## src/rtl/rgb_fader_pkg.sv

```systemverilog
// Shared definitions for the RGB colour fader and the PWM stage it drives.
package rgb_fader_pkg;

    localparam int unsigned DEFAULT_WIDTH = 8;

    typedef enum logic {
        FADE_IDLE,
        FADE_RUN
    } fade_state_e;

endpackage

```

## src/rtl/rgb_fader_chan.sv

```systemverilog
// One colour channel: holds a target and a current duty and moves the duty one
// LSB toward the target each time step is asserted.
module rgb_fader_chan
    import rgb_fader_pkg::*;
#(
    parameter int unsigned WIDTH = DEFAULT_WIDTH
) (
    input  logic             clk,
    input  logic             rst,
    input  logic             load,
    input  logic             step,
    input  logic [WIDTH-1:0] cmd_target,
    output logic [WIDTH-1:0] value,
    output logic             at_target
);

    logic [WIDTH-1:0] target_q;
    logic [WIDTH-1:0] value_q;
    logic [WIDTH-1:0] value_d;

    // Move toward the target; never overshoots, so the +/-1 cannot wrap.
    always_comb begin
        value_d = value_q;
        if (value_q < target_q) begin
            value_d = value_q + WIDTH'(1);
        end else if (value_q > target_q) begin
            value_d = value_q - WIDTH'(1);
        end
    end

    always_ff @(posedge clk or posedge rst) begin
        if (rst) begin
            target_q <= '0;
            value_q  <= '0;
        end else begin
            if (load) begin
                target_q <= cmd_target;
            end
            if (step) begin
                value_q <= value_d;
            end
        end
    end

    assign value     = value_q;
    assign at_target = (value_q == target_q);

endmodule

```

## src/rtl/rgb_fader.sv

```systemverilog
// Colour sequencer: accepts target colours over valid/ready and ramps r/g/b
// toward them one LSB per step at a programmable step period.
module rgb_fader
    import rgb_fader_pkg::*;
#(
    parameter int unsigned WIDTH  = DEFAULT_WIDTH,
    parameter int unsigned RATE_W = 16
) (
    input  logic              clk,
    input  logic              rst,
    input  logic              cmd_valid,
    output logic              cmd_ready,
    input  logic [WIDTH-1:0]  cmd_r,
    input  logic [WIDTH-1:0]  cmd_g,
    input  logic [WIDTH-1:0]  cmd_b,
    input  logic [RATE_W-1:0] cmd_rate,
    output logic [WIDTH-1:0]  r,
    output logic [WIDTH-1:0]  g,
    output logic [WIDTH-1:0]  b,
    output logic              busy,
    output logic              done
);

    fade_state_e       state_q, state_d;
    logic [RATE_W-1:0] rate_q;
    logic [RATE_W-1:0] presc_q, presc_d;
    logic              done_q, done_d;
    logic              accept;
    logic              step;
    logic              at_r, at_g, at_b;
    logic              all_at;

    assign accept = cmd_valid && (state_q == FADE_IDLE);
    assign all_at = at_r && at_g && at_b;

    always_comb begin
        state_d = state_q;
        presc_d = presc_q;
        done_d  = 1'b0;
        step    = 1'b0;
        case (state_q)
            FADE_IDLE: begin
                if (cmd_valid) begin
                    state_d = FADE_RUN;
                    presc_d = '0;
                end
            end
            FADE_RUN: begin
                // Completion is checked before stepping, so done lands one clock after the last step.
                if (all_at) begin
                    state_d = FADE_IDLE;
                    done_d  = 1'b1;
                end else if (presc_q == rate_q) begin
                    presc_d = '0;
                    step    = 1'b1;
                end else begin
                    presc_d = presc_q + RATE_W'(1);
                end
            end
            default: state_d = FADE_IDLE;
        endcase
    end

    always_ff @(posedge clk or posedge rst) begin
        if (rst) begin
            state_q <= FADE_IDLE;
            rate_q  <= '0;
            presc_q <= '0;
            done_q  <= 1'b0;
        end else begin
            state_q <= state_d;
            presc_q <= presc_d;
            done_q  <= done_d;
            if (accept) begin
                rate_q <= cmd_rate;
            end
        end
    end

    rgb_fader_chan #(.WIDTH(WIDTH)) u_chan_r (
        .clk        (clk),
        .rst        (rst),
        .load       (accept),
        .step       (step),
        .cmd_target (cmd_r),
        .value      (r),
        .at_target  (at_r)
    );

    rgb_fader_chan #(.WIDTH(WIDTH)) u_chan_g (
        .clk        (clk),
        .rst        (rst),
        .load       (accept),
        .step       (step),
        .cmd_target (cmd_g),
        .value      (g),
        .at_target  (at_g)
    );

    rgb_fader_chan #(.WIDTH(WIDTH)) u_chan_b (
        .clk        (clk),
        .rst        (rst),
        .load       (accept),
        .step       (step),
        .cmd_target (cmd_b),
        .value      (b),
        .at_target  (at_b)
    );

    assign cmd_ready = (state_q == FADE_IDLE);
    assign busy      = (state_q == FADE_RUN);
    assign done      = done_q;

endmodule

```

## config.mk

```make
export PLATFORM = sky130hd
export DESIGN_NAME = rgb_fader
export DESIGN_NICKNAME = d
export VERILOG_FILES = /design/src/rtl/rgb_fader_pkg.sv /design/src/rtl/rgb_fader_chan.sv /design/src/rtl/rgb_fader.sv
export SDC_FILE = /design/constraint.sdc
export NUM_CORES = 1
export LEC_CHECK = 0
export ABC_AREA = 1
export BUFFER_PORTS_ARGS = -buffer_cell sky130_fd_sc_hd__buf_2
export CAP_MARGIN = 20
export CORE_MARGIN = 8
export CORE_UTILIZATION = 50
export DETAILED_ROUTE_END_ITERATION = 6
export PLACE_DENSITY = 0.71
export SLEW_MARGIN = 20
export SYNTH_ARGS = -nofsm -noshare
export SYNTH_HDL_FRONTEND = slang
export SYNTH_SLANG_ARGS = --single-unit
export TNS_END_PERCENT = 5
```

## constraint.sdc

```tcl
create_clock -name clk -period 4.9 [get_ports clk]
set_clock_uncertainty 0.2 [all_clocks]
set_input_delay 1.225 -clock clk [delete_from_list [all_inputs] [get_ports clk]]
set_output_delay 1.225 -clock clk [all_outputs]
set_load 0.03 [all_outputs]
```

# Word level (Yosys, flattened, before mapping)
# Cells that the tools add are included.
[word_totals] out_inout_bits=27 elab_cells=58 rom_bits=0 reg_bits=82 memories=0 inputBits=43 mem_bits_rw=0 latchBits=0
[classes] n_div=0 shift=0 reduce_logical=10 n_bitwise=1 order_cmp=6 mux=18 add_sub_neg=7 n_eq_ne=6 mul=0
[ops] cell="$mux W16" count=3
[ops] cell="$mux W8" count=6
[ops] cell="$pmux W16 S2" count=1
[ops] cell="$add A8 B1 Y8 const B" count=3
[ops] cell="$eq A8 B8 Y1" count=3
[ops] cell="$gt A8 B8 Y1" count=3
[ops] cell="$lt A8 B8 Y1" count=3
[ops] cell="$sub A8 B1 Y8 const B" count=3
[ops] cell="$add A16 B1 Y16 const B" count=1
[ops] cell="$eq A16 B16 Y1" count=1
[ops] cell="$reduce_and A2 Y1" count=4
[ops] cell="$mux W1" count=7
[ops] cell="$reduce_bool A2 Y1" count=3
[ops] cell="$ne A2 B2 Y1 const B" count=2
[ops] cell="$logic_and A1 B1 Y1" count=3
[ops] cell="$pmux W1 S2" count=1
[ops] cell="$not A1 Y1" count=1

# Longest topological paths before layout
# Gate-level depths: netlist (run 1).
[logic_depth] ltp_word=6 ltp_mapped=20 mapped_depth_nobuf=20

# Modules after synthesis
# Synthesis (run 1) repeated with hierarchy kept, for this count alone.
[hier_totals] cells_unflattened=699 area_unflattened_um2=5336.4
[by_module_without_submodules] mod="rgb_fader_chan" area_each_um2=1114.8 cells_per_inst=132 instances=3 seq_area_each_um2=400.4
[by_module_without_submodules] mod="rgb_fader" area_each_um2=1991.9 cells_per_inst=303 instances=1 seq_area_each_um2=850.8

# Worst setup path before layout (run 1)
# No wires, ideal clock.
[synth_timing] kind="reg-to-reg" from="reg u_chan_b.value_q[7] (netlist: u_chan_b.value[7])" to="reg u_chan_b.value_q[7] (netlist: u_chan_b.value[7])" stages_incl_launch_ff=15 slack_ns=2.134 n_path_buf=0 required_time_ns=4.583 setup_ns=0.117 t_arrival_ns=2.449 synth_period_minus_slack_ns=2.766 path_cell_list="dfrtp_1 > ha_1 > a21o_1 > nor2_1 > nand2_1 > ha_1 > or2_2 > nand2_1 > nor3_1 > nor2_1 > inv_1 > nand2_1 > nand2_1 > nand2_1 > nand2_1"
[synth_via] elab_chain_len=5 elab_cells_between_ends=12 cone_classes="add/sub: 2; order compare: 2; eq/ne: 1; mux: 4; reduce/logical: 3"
[synth_lines] element="from (decl)" line_no="rgb_fader_chan.sv:18" text="logic [WIDTH-1:0] value_q;"
[synth_lines] element="from (signal assigned)" line_no="rgb_fader_chan.sv:40" text="value_q <= value_d;"
[synth_lines] element="parallel branches: the longest is 5 deep, another holds $sub A8 B1 Y8"
# Parallel ways; which one is timed is not known. The select of a mux whose other input is x is not followed.
# A chain may end at the register's enable or synchronous reset.

# Final worst setup path (run 1)
# Same ends and word-level chain as after synthesis.

==> results of run 1 <==
==> critical path, delay by kind of cell (launching register included) <==
| family | cells | cell delay [ns] |
|---|---|---|
| buffers and inverters | 1 | 0.05 |
| DFF | 1 | 0.44 |
| adders and majority gates | 2 | 0.76 |
| and+or+nand+nor | 10 | 1.27 |
| AOI/OAI and AO/OA | 1 | 0.18 |
==> state kept, by name (all words and copies together) (netlist names) <==
signal / cells
busy: 1
u_chan_r.value: 8
done: 1
u_chan_b.target_q: 8
u_chan_r.target_q: 8
rate_q: 16
u_chan_g.value: 8
presc_q: 16
u_chan_b.value: 8
u_chan_g.target_q: 8
==> power by group <==
part,switching (mW),internal [mW]
sequential,0,0.676
combinational,0.0187,0.0122
clock,0.266,0.390
==> stage by stage <==
| stage | hold slack [ns] | util, % |
|---|---|---|
| 6_report | 0.2925 | 57.38 |
| 5_1_grt | 0.3078 | 57.38 |
| 4_1_cts | 0.2952 | 57.37 |
| 3_5_place_dp | 0.2732 | 54.88 |
| 3_3_place_gp | 0.2701 | 54.88 |
| 2_1_floorplan | 0.2528 | - |
==> worst paths after layout <==
kind	from	to	slack, ns	depth (start not counted)
worst max-delay path	u_chan_b.value[7]$_DFFE_PP0P_	u_chan_b.value[7]$_DFFE_PP0P_	1.91	14
worst min-delay path	u_chan_b.target_q[0]$_DFFE_PP0P_	u_chan_b.target_q[0]$_DFFE_PP0P_	0.29	2
worst max register to register	u_chan_b.value[7]$_DFFE_PP0P_	u_chan_b.value[7]$_DFFE_PP0P_	1.91	14
worst min register to register	u_chan_b.target_q[0]$_DFFE_PP0P_	u_chan_b.target_q[0]$_DFFE_PP0P_	0.29	2
max in group asynchronous	rst	rate_q[6]$_DFFE_PP0P_	2.76	3
min in group asynchronous	rst	u_chan_b.value[1]$_DFFE_PP0P_	0.65	2
==> cell usage after synthesis, drive strengths merged <==
| cell type | number |
|---|---|
| ha | 43 |
| a21o | 4 |
| inv | 95 |
| nor2 | 42 |
| nor3 | 9 |
| o211ai | 2 |
| a21oi | 17 |
| nand3 | 19 |
| o21ai | 51 |
| clkbuf | 2 |
| a31oi | 3 |
| or2 | 3 |
| nand3b | 3 |
| nand4 | 12 |
| xnor2 | 9 |
| nand2 | 262 |
| o22ai | 8 |
| xor2 | 19 |
| buf | 9 |
| dfrtp | 82 |
| fa | 3 |
==> layout by cell type, fill, tap and decap left out, types with 19 or more instances in the layout <==
cell / count
xor2_1: 19
buf_2: 69
nand2_1: 246
o21ai_0: 26
nor2_1: 29
ha_1: 43
inv_1: 77
dfrtp_1: 82
o21ai_1: 21
==> logic make-up (layout without fill, tap and decap cells) <==
group | after synthesis | count (layout)
simple gates | 350 | 350
buf+inv | 106 | 181
compound gates | 85 | 85
flops | 82 | 82
fa+ha+maj | 46 | 46
xor+xnor | 28 | 28
==> final cells by class <==
class | instances | area (sq um) | area share [%]
inverter | 95 | 359.1 | 5.876
multi-input combinational | 509 | 2907 | 47.56
sequential | 82 | 2052 | 33.58
clock inverter | 7 | 141.4 | 2.314
clock buffer | 9 | 123.9 | 2.027
tap | 140 | 175.2 | 2.867
timing repair buffer | 70 | 352.8 | 5.774
==> layer usage <==
metal | up-vias | track usage [%] | routed length (microns)
met1 | 2153 | 23.52 | 5769
met3 | 17 | 4.697 | 652
met5 | - | 0 | 0
li1 | 2348 | - | -
met4 | 0 | 6.323 | 229
met2 | 101 | 29.86 | 5856
==> metrics.txt, run 1 <==
critical path data arrival time=3.06 ns; share of post-route cells with drive strength above 1=18.78%; Mapped Avg Cell Area=7.719 sq um; first drt pass iteration count=7; number of nets with antenna violations after routing=0; DRT iter0 DRCs=266; syn_nets=786; routed length per instance=13.71 microns; Placed Cells incl. Taps=896; Synth top area share=38.14%; postcts setup bufs=0; Hold Path Class=reg -> reg; hpwl dp=9209 microns; pwr dens=223.0 nW/um^2; post-synthesis mux area share=0%; Rows=38; via count=4619; PostCTS Resize Cnt=0; Final Hold Fails=0; filler cell count=1032; largest area contributor in the netlist=dfrtp_1; initial antenna violation count=0; final setup margin=1.911 ns; Pleak=3.531 nW; crit share post-route=61.00%; GRT Residual Overflow=0; CORE AREA=10650 sq um; Clock Latency Late Sink=0.37 ns; # H-tree levels=3; Die Y=119.7 microns; Final Power=1.363 mW; Crit path top cell by count=nand2_1; Ys Warns=0; endpoints failing setup=0; ant diodes=0; XOR/XNOR Fraction of Synth Area=4.558%; Adder-Cell Fraction of Synth Area=11.12%; crit-path cells=ha_1 -> a21o_1 -> nor2_1 -> nand2_1 -> ha_1 -> or2_2 -> nand2_1 -> nor3_1 -> nor2_1 -> inv_1 -> nand2_1 -> nand2_1 -> nand2_1 -> nand2_1; kind of critical path=reg -> reg; Worst Path Required=4.97 ns; synthesized area=5380 sq um; hold buffers post-CTS=0; number of max-cap violations=0; synthesized instance count=697; sequential share of the synthesized area=38.14%; Yosys reg bits=82; peak supply drop=0.2703 mV; pre-CTS setup slack=1.890 ns; crit end category=register; Clock Pin Slew Worst Setup and Hold Paths=0.09 ns; first-pass GRT wire length=21920 microns; root buf cell=clkbuf_8; Final nets=856; Pins Over Slew Limit=0; I/O Buffers=69; post-synthesis cell type count=33; Layout Cells excl Fill=912; CTS tree=yes; Slew Limit Headroom=39.61%; Die W=119.7 microns; max incr delay on CP=0.44 ns; RSZ-0062 raised after global routing=no; Sum Neg Setup Slack=0 ns; Remaining DRCs=0; Synth Area in Compound Gates=8.721%; die area=14340 sq um; placed cell areas=5844 sq um; WL final=12510 microns; largest net degree at the start of global routing=75; slowest CP cell=dfrtp_1; pin slew with the least headroom to its limit=0.9058 ns; main combinational cell family by area after synthesis=simple AND/OR/NAND/NOR gates; vias in the first global route=4686; Tmin final=2.989 ns; Starting Density=50.52%; number of top-level pins=70; vias per cell=5.065; crit-path max FO=9; synth top area cells=dfrtp_1 38%, nand2_1 17%, ha_1 10%, inv_1 5.4%, xor2_1 3.1%; Max Freq=0.3346 GHz; post-route cell area=6111 sq um; clk sinks=82; Num CTS Buffers=9; total track usage=18.45%; Post-Synth Simple-Gate Area=29.63%; Startpoint Class=register; area delta synth->final=13.58%; Clock Tree Buf Depth=2; run status=complete, no violations; routability cong.=0.9056
(Power assumes the default switching activity.)
==> inputs of run 2 (changes only) <==
- ABC_AREA: 1 -> 0
- clock period: 4.9 -> 2.85 ns (I/O delays scaled with it)
==> run 2 against run 1 <==
  * Hold slack worse by 0.16 ns
  * Sequential power up 110%
  * Setup slack got worse by 2.5 ns
  * Global-route usage is 0.36 points lower
  * The run now ends with setup timing left
  * Cell count decreased by 17%
  * Power increased by 100%
  * Critical path type unchanged
  * Fmax decreased by 12%
  * Critical path depth shrank 2
==> metrics.txt, run 2 <==
root buf cell=clkbuf_8; largest area contributor in the netlist=dfrtp_1; Mapped Avg Cell Area=10.32 sq um (+34%); Worst Path Required=2.93 ns (-2.04 ns); most instantiated cells after synthesis=82 x dfrtp_1, 46 x nand2_1, 43 x ha_1; GRT Residual Overflow=0 (unchanged); Clock Tree Buf Depth=2 (unchanged); failing checks=setup timing; critical path's top delay family=simple AND/OR/NAND/NOR gates; Final nets=705 (-18%); first drt pass iteration count=4 (-3); synthesized instance count=471 (-32%); Die Y=114.6 microns (-4.3%); vias in the first global route=4116 (-12%); Num CTS Buffers=9 (unchanged); Die W=114.6 microns (-4.3%); Min Hold Slack=0.1356 ns (-0.1569 ns); routability cong.=0.8231 (-9.1%); pre-CTS setup slack=-0.6833 ns (-2.574 ns); pin slew with the least headroom to its limit=0.7116 ns (-0.1942 ns); number of top-level pins=70 (unchanged); clk sinks=82 (unchanged); Slew Limit Headroom=52.46% (+13 points); DRT iter0 DRCs=170 (-36%); Tmin final=3.409 ns (+0.4199 ns); Clock Latency Late Sink=0.36 ns (about the same); Rows=36 (-5.3%); largest registers=presc_q x16, rate_q x16; CORE AREA=9594 sq um (-9.9%); total track usage=18.08% (-0.36 points); Remaining DRCs=0 (unchanged); routed length per instance=14.60 microns (+6.4%); slowest CP cell=or3_4; Hold Path Class=in -> async; peak supply drop=0.3096 mV (+15%); commonest non-fill, non-tap cell in the layout=buf_4; synthesized area=4861 sq um (-9.7%); run status=finished with violations; ant diodes=0 (unchanged); crit end category=register; worst reg2reg path startpoint=u_chan_r.value[1]$_DFFE_PP0P_; Startpoint Class=register; final setup margin=-0.5590 ns (-2.470 ns); post-synthesis cell type count=41 (+24%); sequential share of the synthesized area=42.21% (+4.1 points); vias per cell=5.150 (+1.7%); kind of critical path=reg -> reg; crit-path cells=ha_4 -> nor2b_1 -> o211ai_1 -> a21oi_2 -> or3_4 -> ha_4 -> nand3_1 -> o211ai_1 -> o41ai_2 -> or4_1 -> a221oi_2 -> xor2_1; Synth top area share=42.21% (+4.1 points); Starting Density=50.67% (+0.15 points); I/O Buffers=69 (unchanged); via count=3883 (-16%); hold buffers post-CTS=0 (unchanged); Pins Over Slew Limit=0 (unchanged); hpwl dp=8454 microns (-8.2%); first-pass GRT wire length=19020 microns (-13%); number of max-cap violations=0 (unchanged); crit-path max FO=8 (-1); most numerous cell in the Yosys netlist=dfrtp_1; crit share post-route=119.6% (+59 points); Layout Cells excl Fill=754 (-17%); share of post-route cells with drive strength above 1=41.06% (+22 points); Max Freq=0.2933 GHz (-12%); initial antenna violation count=0 (unchanged); commonest non-fill, non-tap cells in the layout=73 x buf_4, 71 x dfrtp_1, 69 x buf_2, 44 x nand2_1; pwr dens=421.3 nW/um^2 (+89%); Sum Neg Setup Slack=-1.942 ns (-1.942 ns); Ys Warns=0 (unchanged); WL final=11010 microns (-12%); Placed Cells incl. Taps=734 (-18%); CTS tree=yes; # H-tree levels=3 (unchanged); critical path data arrival time=3.49 ns (+0.43 ns); area delta synth->final=32.82%; Top FF cell, synth=dfrtp_1; number of nets with antenna violations after routing=0 (unchanged); asr flop ratio synth=100.0% (unchanged); Pleak=3.112 nW (-12%); start point of the critical path=u_chan_r.value[1]$_DFFE_PP0P_; endpoints failing setup=8 (+8); die area=13130 sq um (-8.4%); Yosys reg bits=82 (unchanged); worst path buffer plus inverter count=0 (-1); Clock Pin Slew Worst Setup and Hold Paths=0.08 ns (about the same); synth top area cells=dfrtp_1 42%, ha_1 11%, mux2_2 8.1%, xnor2_1 5.8%, nand2_1 3.6%; RSZ-0062 raised after global routing=yes; max incr delay on CP=0.46 ns (+0.02 ns); syn_nets=560 (-29%); Final Hold Fails=0 (unchanged); largest net degree at the start of global routing=30 (-60%); EDFF count, synth=0 (unchanged)
[run 2: final cells by class]
cell class              count  area, sq um
fillers                   778         3138
multi-input cells         339         2935
flip-flops and latches     82         2066
repair buffers            145        953.4
well taps                 133        166.4
inverters                  39        147.6
clock buffers              11        131.4
clock inverters             5        56.30
[run 2: logic make-up (layout without fill, tap and decap cells)]
family | count (synthesis) | count (layout) | synth area share [%]
multiplexers | 38 | 38 | 8.752
AND/OR/NAND/NOR | 123 | 123 | 12.97
AO/OA/AOI/OAI | 95 | 95 | 13.08
flip-flops | 82 | 82 | 42.21
XOR/XNOR | 37 | 37 | 6.667
buffers and inverters | 50 | 200 | 4.016
adder cells (fa/ha/maj) | 46 | 46 | 12.30
[run 2: worst paths after layout]
kind / cells past startpoint / end / slack (ns)
max: 12 / u_chan_r.value[7]$_DFFE_PP0P_ / -0.56
min: 2 / rate_q[1]$_DFFE_PP0P_ / 0.14
max reg2reg: 12 / u_chan_r.value[7]$_DFFE_PP0P_ / -0.56
min reg2reg: 1 / u_chan_b.target_q[0]$_DFFE_PP0P_ / 0.31
max in group asynchronous: 3 / u_chan_b.value[6]$_DFFE_PP0P_ / 1.72
min in group clk: 1 / u_chan_b.target_q[0]$_DFFE_PP0P_ / 0.31
[run 2: where the power goes]
group / total, mW / switching, mW / leakage [nW] / internal [mW]
clock: 0.838 / 0.434 / 0.0933 / 0.404
sequential: 1.42 / 0.127 / 1.02 / 1.29
combinational: 0.463 / 0.218 / 1.99 / 0.246
[run 2: timing repair]
action / in CTS / in global routing
cloned: 0 / 0
resized for setup: 14 / 7
buffers inserted: 3 / 1
pin swaps: 13 / 6
endpoints found under the setup margin: 11 / 15
[run 2: layer usage]
metal	global-route usage, %	vias to the layer above	wire length (microns)
li1	-	1948	-
met1	21.46	1858	4908
met2	31.56	59	5483
met3	4.114	18	442
met4	5.768	0	172
met5	0	-	0
[run 2: per-stage QoR]
step	cell area [sq um]	util, %	power [mW]
2_1_floorplan	5130	-	1.733
3_3_place_gp	6173	64.35	1.873
3_5_place_dp	6173	64.35	1.901
4_1_cts	6430	67.02	2.740
5_1_grt	6456	67.29	2.864
6_report	6456	67.29	2.720
